--- config.mk ---
export PLATFORM = sky130hd
export DESIGN_NAME = pipe_mem_io_stage
export DESIGN_NICKNAME = d
export VERILOG_FILES = /design/src/rtl/pipe_mem_io_stage_pkg.sv /design/src/rtl/pipe_mem_io_stage_sync2.sv /design/src/rtl/pipe_mem_io_stage.sv
export SDC_FILE = /design/constraint.sdc
export NUM_CORES = 1
export LEC_CHECK = 0
export BUFFER_PORTS_ARGS = -buffer_cell sky130_fd_sc_hd__buf_2
export CORE_MARGIN = 1
export CORE_UTILIZATION = 35
export DETAILED_ROUTE_END_ITERATION = 7
export GPL_TIMING_DRIVEN = 1
export SYNTH_ARGS = -nofsm -noshare
export SYNTH_HDL_FRONTEND = slang
export SYNTH_SLANG_ARGS = --single-unit
--- constraint.sdc ---
create_clock -name clock -period 5.4 [get_ports clock]
set_input_delay 0.27 -clock clock [delete_from_list [all_inputs] [get_ports clock]]
set_output_delay 0.27 -clock clock [all_outputs]
set_load 0.1 [all_outputs]
--- src/rtl/pipe_mem_io_stage_pkg.sv ---
// Shared constants for the MEM stage: data width, I/O address map and
// output-port indices used by the write strobe.
package pipe_mem_io_stage_pkg;

  localparam int unsigned DATA_W = 32;
  localparam int unsigned IO_AW  = 8;
  localparam int unsigned N_OUT  = 3;

  localparam logic [IO_AW-1:0] IO_IN0  = 8'h80;
  localparam logic [IO_AW-1:0] IO_IN1  = 8'h84;
  localparam logic [IO_AW-1:0] IO_OUT0 = 8'hC0;
  localparam logic [IO_AW-1:0] IO_OUT1 = 8'hC4;
  localparam logic [IO_AW-1:0] IO_OUT2 = 8'hC8;

  localparam int unsigned OUT0_IDX = 0;
  localparam int unsigned OUT1_IDX = 1;
  localparam int unsigned OUT2_IDX = 2;

endpackage

--- src/rtl/pipe_mem_io_stage_sync2.sv ---
// Two-flop synchroniser for asynchronous switch inputs; clears to 0 on reset.
module io_sync2 #(
  parameter int unsigned W = 32
) (
  input  logic         clock,
  input  logic         resetn,
  input  logic [W-1:0] i_d,
  output logic [W-1:0] o_q
);

  logic [W-1:0] r_meta;
  logic [W-1:0] r_sync;

  always_ff @(posedge clock or negedge resetn) begin
    if (!resetn) begin
      r_meta <= '0;
      r_sync <= '0;
    end else begin
      r_meta <= i_d;
      r_sync <= r_meta;
    end
  end

  assign o_q = r_sync;

endmodule

--- src/rtl/pipe_mem_io_stage.sv ---
// MEM stage: word-addressed data RAM plus memory-mapped switch inputs and
// LED/seven-segment output registers; load data is combinational from malu.
module pipe_mem_io_stage
  import pipe_mem_io_stage_pkg::*;
#(
  parameter int unsigned RAM_AW = 5,
  parameter int unsigned IO_BIT = 7,
  parameter int unsigned DATA_W = pipe_mem_io_stage_pkg::DATA_W
) (
  input  logic              clock,
  input  logic              resetn,
  input  logic              mwmem,
  input  logic [DATA_W-1:0] malu,
  input  logic [DATA_W-1:0] mb,
  input  logic [DATA_W-1:0] in_port0,
  input  logic [DATA_W-1:0] in_port1,
  output logic [DATA_W-1:0] mmo,
  output logic [DATA_W-1:0] out_port0,
  output logic [DATA_W-1:0] out_port1,
  output logic [DATA_W-1:0] out_port2,
  output logic [2:0]        io_wr_strobe
);

  localparam int unsigned RAM_WORDS = 1 << RAM_AW;

  logic [DATA_W-1:0] r_ram [RAM_WORDS];
  logic [DATA_W-1:0] r_out [N_OUT];
  logic [N_OUT-1:0]  r_strobe;

  logic              w_is_io;
  logic [RAM_AW-1:0] w_idx;
  logic [IO_AW-1:0]  w_io_addr;
  logic [DATA_W-1:0] w_in0;
  logic [DATA_W-1:0] w_in1;
  logic [N_OUT-1:0]  w_wr_sel;
  logic [DATA_W-1:0] w_mmo;
  logic              w_unused;

  // Upper address bits and byte offset are don't-care; RAM aliases.
  assign w_is_io   = malu[IO_BIT];
  assign w_idx     = malu[RAM_AW+1:2];
  assign w_io_addr = malu[IO_AW-1:0];
  assign w_unused  = ^malu;

  io_sync2 #(.W(DATA_W)) u_sync0 (
    .clock  (clock),
    .resetn (resetn),
    .i_d    (in_port0),
    .o_q    (w_in0)
  );

  io_sync2 #(.W(DATA_W)) u_sync1 (
    .clock  (clock),
    .resetn (resetn),
    .i_d    (in_port1),
    .o_q    (w_in1)
  );

  always_comb begin
    w_wr_sel = '0;
    if (mwmem && w_is_io) begin
      case (w_io_addr)
        IO_OUT0: w_wr_sel[OUT0_IDX] = 1'b1;
        IO_OUT1: w_wr_sel[OUT1_IDX] = 1'b1;
        IO_OUT2: w_wr_sel[OUT2_IDX] = 1'b1;
        default: w_wr_sel = '0;
      endcase
    end
  end

  // Read-before-write RAM: same-cycle load sees the old word.
  always_ff @(posedge clock) begin
    if (mwmem && !w_is_io) begin
      r_ram[w_idx] <= mb;
    end
  end

  always_ff @(posedge clock or negedge resetn) begin
    if (!resetn) begin
      for (int k = 0; k < int'(N_OUT); k++) begin
        r_out[k] <= '0;
      end
      r_strobe <= '0;
    end else begin
      r_strobe <= w_wr_sel;
      for (int k = 0; k < int'(N_OUT); k++) begin
        if (w_wr_sel[k]) begin
          r_out[k] <= mb;
        end
      end
    end
  end

  always_comb begin
    w_mmo = '0;
    if (!w_is_io) begin
      w_mmo = r_ram[w_idx];
    end else begin
      case (w_io_addr)
        IO_IN0:  w_mmo = w_in0;
        IO_IN1:  w_mmo = w_in1;
        IO_OUT0: w_mmo = r_out[OUT0_IDX];
        IO_OUT1: w_mmo = r_out[OUT1_IDX];
        IO_OUT2: w_mmo = r_out[OUT2_IDX];
        default: w_mmo = '0;
      endcase
    end
  end

  assign mmo          = w_mmo;
  assign out_port0    = r_out[OUT0_IDX];
  assign out_port1    = r_out[OUT1_IDX];
  assign out_port2    = r_out[OUT2_IDX];
  assign io_wr_strobe = r_strobe;

endmodule

==> metrics.cfg, run 1 <==
[floorplan]
die_area_um2=137000
core_area_um2=134000
initial_core_util_pct=35.3
ios=262
die_x_um=370
dieHeight_um=370
rows=134

[timing]
clock.fmax_mhz=244
final_hold_viol_count=0
period_needed_ns=4.09
fin_setup_tns_ns=0
hold_slack_ns=0.0861
skew_ns=0.0157
slew_headroom_pct=18.5
worst_pin_slew_ns=1.22
rsz0062_at_grt=no
setup_slack_ns=1.31
finalCritPeriodShare_pct=75.8
finalSetupViolations=0
finalMaxSlewViolations=0

[setup_path]
crit_family=simple AND/OR/NAND/NOR gates
crit_slowest_cell=nor4_2
start_kind=input pin
end_kind=output pin
worst-path-buf-inv=3
slowest_delay_ns=0.92
arrival_ns=3.82
worstSetupPathType=input pin to output pin
critical_path.most_common_cell=buf_2
path_cells=buf_2 > or4b_1 > buf_4 > o22ai_1 > nor4_2 > a21oi_1 > a211o_1 > buf_2
path_max_fanout=23
crit_required_ns=5.13

[clocking]
cts.path.max_buffers=3
clk_latency_ns=0.73
htreeDepth=4
cts_made_buffers=130
root_buffer=clkbuf_16
cts_tree=yes
clkTransAtPathRegs_ns=0.06
clock-sinks=1251

[logic_synthesis]
synth_top_flop_cell=edfxtp_1
syn_area_um2=47300
yosysWarningCount=0
synth_fp_nets=2741
ys_seq_elements=1251
netlist-cell-type-count=40
synthCells=2610
synth.avg_cell_area_um2=18.1
ys_seq_area_share_pct=77.0
synth-edff-count=1024
synthArstFlopShare_pct=18.1

[placement]
placed_area_um2=51200
placed_cells=4572
gp_congestion=0.798
dp_hpwl_um=79000
dp_slack_ns=1.35
numPortBuffers=237

[run_status]
outcome=complete, but fails checks
violations=DRC

[drt]
drtIter0Drc=2384
firstDrtPassIters=7
route.detailed.drc=6
num_vias=26000
vias_per_cell=5.31
wl_um=131000
wl_per_cell_um=26.9
drtAntennaViolNets=0

[job]
maxCapViolations=0

[power_and_ir_drop]
peakVddDrop_uv=270
fin_total_pwr_mw=20.6
power.leakage_nw=20.9
p_per_area_nw_per_um2=369

[global_routing]
antenna_found_initial=22
grt_max_degree=195
overflow=0
grt_pass1_wl_um=185000
grt_pass1_vias=25700
track_usage_pct=19.0

[layout]
drive_above_1_share_pct=22.1
fin_nets=3133
design_area_um2=56000
fill_cells=11900
syn2layout_area_growth_pct=18.3
final_core_util_pct=41.8
fin_cells=4885

[worst_hold_path]
hp-class=input pin to async pin

==> sequential cells by signal, indices dropped and copies added, names as in the netlist <==
signal          count
out_port2          32
u_sync0.o_q        32
u_sync1.r_meta     32
r_ram            1024
u_sync1.o_q        32
io_wr_strobe        3
u_sync0.r_meta     32
out_port1          32
out_port0          32
==> cell usage in the layout (no fill, tap or decap), types with 3 or more instances in the layout <==
cell type / Yosys / routed
a211o_1: 27 / 27
a21oi_1: 32 / 32
a221o_1: 3 / 3
a22o_1: 27 / 27
buf_12: 0 / 11
buf_2: 82 / 235
buf_4: 16 / 107
bufinv_16: 0 / 3
clkbuf_1: 46 / 28
clkbuf_16: 0 / 136
clkbuf_8: 0 / 9
clkinv_1: 0 / 32
clkinv_2: 0 / 19
clkinv_8: 0 / 6
dfrtp_1: 227 / 227
diode_2: 0 / 9
dlygate4sd3_1: 0 / 65
edfxtp_1: 1024 / 1024
mux2_2: 98 / 98
mux2i_1: 544 / 544
nand2_1: 35 / 35
nand3_1: 3 / 3
nand3b_1: 4 / 4
nand4b_1: 4 / 4
nand4bb_2: 0 / 6
nor2_1: 35 / 6
nor2_4: 0 / 30
nor3_2: 1 / 5
nor4_1: 60 / 58
o21ai_0: 30 / 30
o22ai_1: 256 / 256
or4_1: 5 / 4
or4b_2: 0 / 3
==> kinds of logic (layout without fill, tap and decap cells) <==
family | after synthesis | after routing | share of synthesized area (%)
flops | 1251 | 1251 | 77.0
compound gates | 379 | 379 | 5.18
simple gates | 177 | 177 | 2.16
other cells | 0 | 9 | 0
mux | 643 | 643 | 13.9
buf+inv | 160 | 658 | 1.76
==> synthesized netlist by cell type (2+ instances only) <==
cell type | number | area, µm²
mux2_2 | 98 | 1100
nor4_1 | 60 | 375
o22ai_1 | 256 | 1600
nor2_1 | 35 | 131
buf_6 | 9 | 101
nand3_1 | 3 | 15.0
nand2_1 | 35 | 131
clkbuf_1 | 46 | 173
or4b_1 | 4 | 40.0
nand3b_1 | 4 | 30.0
nand2b_1 | 2 | 12.5
mux2i_1 | 544 | 5450
nand4bb_1 | 6 | 67.6
nor2b_1 | 2 | 12.5
o221ai_1 | 2 | 17.5
dfrtp_1 | 227 | 5680
a21oi_1 | 32 | 160
or4_1 | 5 | 37.5
clkbuf_2 | 2 | 10.0
a22o_1 | 27 | 236
buf_2 | 82 | 410
buf_4 | 16 | 120
o21ai_0 | 30 | 150
a221o_1 | 3 | 30.0
nor3_1 | 7 | 35.0
a211o_1 | 27 | 236
edfxtp_1 | 1024 | 30700
or3b_2 | 2 | 17.5
buf_1 | 5 | 18.8
nand4b_1 | 4 | 35.0
a22oi_1 | 2 | 15.0
==> metal layers <==
metal | global-route usage (%) | vias to the layer above | routed length (µm)
li1 | - | 11300 | -
met1 | 25.3 | 13400 | 54700
met2 | 30.4 | 1055 | 62100
met3 | 4.56 | 213 | 10800
met4 | 6.36 | 4 | 3710
met5 | 0 | - | 22
==> path summary, 6_finish.rpt <==
kind	start	endpoint	slack [ns]	cells after the start
min in group clock	mb[27]	r_ram[18][27]	0.11	1
max reg2reg	out_port0[31]	out_port0[31]	4.59	1
max in group asynchronous	resetn	u_sync1.r_meta[4]	4.21	3
min reg2reg	u_sync1.r_meta[4]	u_sync1.o_q[4]	0.33	0
min	resetn	out_port0[26]	0.09	3
max	malu[3]	mmo[18]	1.31	8
==> area by class of cell <==
class,instances,area (µm²),share of cell area [%]
antenna,9,22.5,0.0402
timing repair buffer,420,2880,5.15
clock inverter,64,448,0.800
tap,1768,2210,3.95
multi-input combinational,1199,10300,18.5
sequential,1251,36400,65.1
clock buffer,174,3640,6.50
==> where the power goes <==
part	total [mW]	leakage, nW	switching (mW)	internal [mW]
registers	10.6	12.1	0.0536	10.6
logic	1.46	6.79	1.09	0.369
clock network	8.54	2.01	3.64	4.89
total	20.6	20.9	4.79	15.8
==> repair_timing <==
| action | CTS | global route |
|---|---|---|
| hold buffers | 66 | 0 |
| setup buffers | 0 | 0 |
| hold endpoints to repair | 97 | 0 |
| gates resized for setup | 0 | 0 |
Note: power is estimated with default switching activity, not from simulation.
==> run 2, diff against run 1 <==
==> constraint.sdc (replaced) <==
create_clock -name clock -period 3.5 [get_ports clock]
set_input_delay 0.175 -clock clock [delete_from_list [all_inputs] [get_ports clock]]
set_output_delay 0.175 -clock clock [all_outputs]
set_load 0.1 [all_outputs]
==> run 2 against run 1 <==
Sequential power increased by 55%. Critical path depth shrank 1. Worst setup slack worse by 1.2 ns. The flow still finishes with violations (DRC). Sequential share of layout area decreased by 0.78 points. Sequential cell count stayed put. Clock power increased by 42%. Via count is 0.37% higher.
==> metrics.cfg, run 2 (same netlist as run 1, synthesis figures left out) <==
[run_status]
outcome=complete, but fails checks
violations=DRC

[floorplan]
dieHeight_um=370
core_area_um2=134000
die_x_um=370
initial_core_util_pct=35.3
ios=262
rows=134
die_area_um2=137000

[setup_path]
worstSetupPathType=input pin to output pin
arrival_ns=3.18
end_kind=output pin
crit_required_ns=3.32
path_max_fanout=15
start_kind=input pin

[power_and_ir_drop]
p_comb_share_pct=7.7
swShare_pct=23.2
intPower_mw=23.8
power.leakage_nw=21.1
p_per_area_nw_per_um2=546
switchingPower_mw=7.19
power_frac_clock_pct=39.2
seqPwrFrac_pct=53.1
peakVddDrop_uv=497

[timing]
skew_ns=0.0172
fin_setup_tns_ns=0
setup_slack_ns=0.145
clock.fmax_mhz=298
finalMaxSlewViolations=0
finalSetupViolations=0
hold_slack_ns=0.0419
finalCritPeriodShare_pct=95.9
final_hold_viol_count=0
worst_pin_slew_ns=1.08
period_needed_ns=3.36
slew_headroom_pct=27.6
rsz0062_at_grt=no

[layout]
multi_input_comb_area_um2=10400
final_cell_mix=edfxtp_1, mux2i_1, o22ai_1
top_register=r_ram
design_area_um2=56600
regArea_um2=36400
fin_nets=3175
fill_cells=11800
largest_reg_flops=1024
layout_commonest_cell=edfxtp_1
drive_above_1_share_pct=23.0
syn2layout_area_growth_pct=19.8

[global_routing]
grt_max_degree=109
grt_pass1_vias=25900
grt_pass1_wl_um=186000
track_usage_pct=18.9
overflow=0
antenna_found_initial=23

[placement]
placed_area_um2=52300
numPortBuffers=237
dp_slack_ns=0.139
dp_hpwl_um=79700
gp_congestion=0.800

[worst_hold_path]
hp-class=input pin to register

[clocking]
clkTransAtPathRegs_ns=0.06
cts_tree=yes
cts.path.max_buffers=3
htreeDepth=3
root_buffer=clkbuf_16
postCtsSetupBuffers=0
clk_latency_ns=0.71
cts_made_buffers=121
clock-sinks=1251

[drt]
drtAntennaViolNets=0
route.detailed.drc=2
num_vias=26100
wl_per_cell_um=26.6
drtIter0Drc=2692
firstDrtPassIters=7
vias_per_cell=5.29
wl_um=131000

[job]
maxCapViolations=0

run 2: changes by cell type in the layout (fill, tap and decap cells not counted), moves of 4 or more:
cell,delta
buf_12,+50
buf_2,-24
buf_4,+21
clkbuf_1,+8
clkbuf_16,-13
clkbuf_4,+6
clkinv_1,-14
clkinv_8,-4
dlygate4sd3_1,+4
nor3_2,-4
nor3_4,+4
run 2: routing by layer:
metal / vias to the layer above / global-route usage (%) / share of wire, %
li1: 11300 / - / -
met1: 13500 / 25.3 / 42
met2: 1041 / 30.4 / 47
met3: 207 / 4.36 / 7.9
met4: 8 / 6.12 / 3.1
met5: - / 0 / 0.037
run 2: worst max-delay path, stage by stage:
cell and delay, ns:
buf_2 0.17, or4b_2 0.97, o22ai_1 0.40, nor4_1 0.14, a21oi_1 0.67, a211o_1 0.19
buf_2 0.44
run 2: layout make-up:
cell class | instances | share of cell area [%]
Tap cell | 1768 | 3.91
Sequential cell | 1251 | 64.3
Clock inverter | 49 | 0.535
Timing Repair Buffer | 471 | 6.99
Multi-Input combinational cell | 1199 | 18.3
Antenna cell | 11 | 0.0486
Clock buffer | 173 | 5.94
run 2: path summary, 6_finish.rpt:
| check | from | end | slack [ns] | cells past startpoint |
|---|---|---|---|---|
| setup / recovery | malu[5] | mmo[5] | 0.14 | 7 |
| hold / removal | mb[26] | r_ram[24][26] | 0.04 | 1 |
| setup reg to reg | out_port1[10] | out_port1[10] | 2.67 | 1 |
| hold reg to reg | u_sync0.r_meta[14] | u_sync0.o_q[14] | 0.34 | 0 |
| max in group asynchronous | resetn | out_port0[17] | 2.57 | 3 |
| min in group asynchronous | resetn | u_sync0.r_meta[23] | 0.08 | 2 |
run 2: what timing repair did:
item                                    in CTS  in global routing
hold buffers                                69                  0
resized for setup                            0                  1
endpoints found under the hold margin      260                  0
endpoints found under the setup margin       0                  1
run 2: through the flow:
| step | utilization (%) | power [mW] | cells |
|---|---|---|---|
| 2_1_floorplan | - | 18.1 | 2610 |
| 3_3_place_gp | 39.1 | 19.0 | 4620 |
| 3_5_place_dp | 39.1 | 19.1 | 4620 |
| 4_1_cts | 42.3 | 31.1 | 4911 |
| 5_1_grt | 42.3 | 31.8 | 4919 |
| 6_report | 42.3 | 30.9 | 4922 |
run 2: power by group through the flow:
stage	sequential [mW]	clock [mW]	combinational, mW
floorplan	17.1	0	0.969
global placement	16.7	0	2.32
detailed placement	16.7	0	2.33
CTS	16.4	12.3	2.40
global route	16.4	12.9	2.50
finish	16.4	12.1	2.40
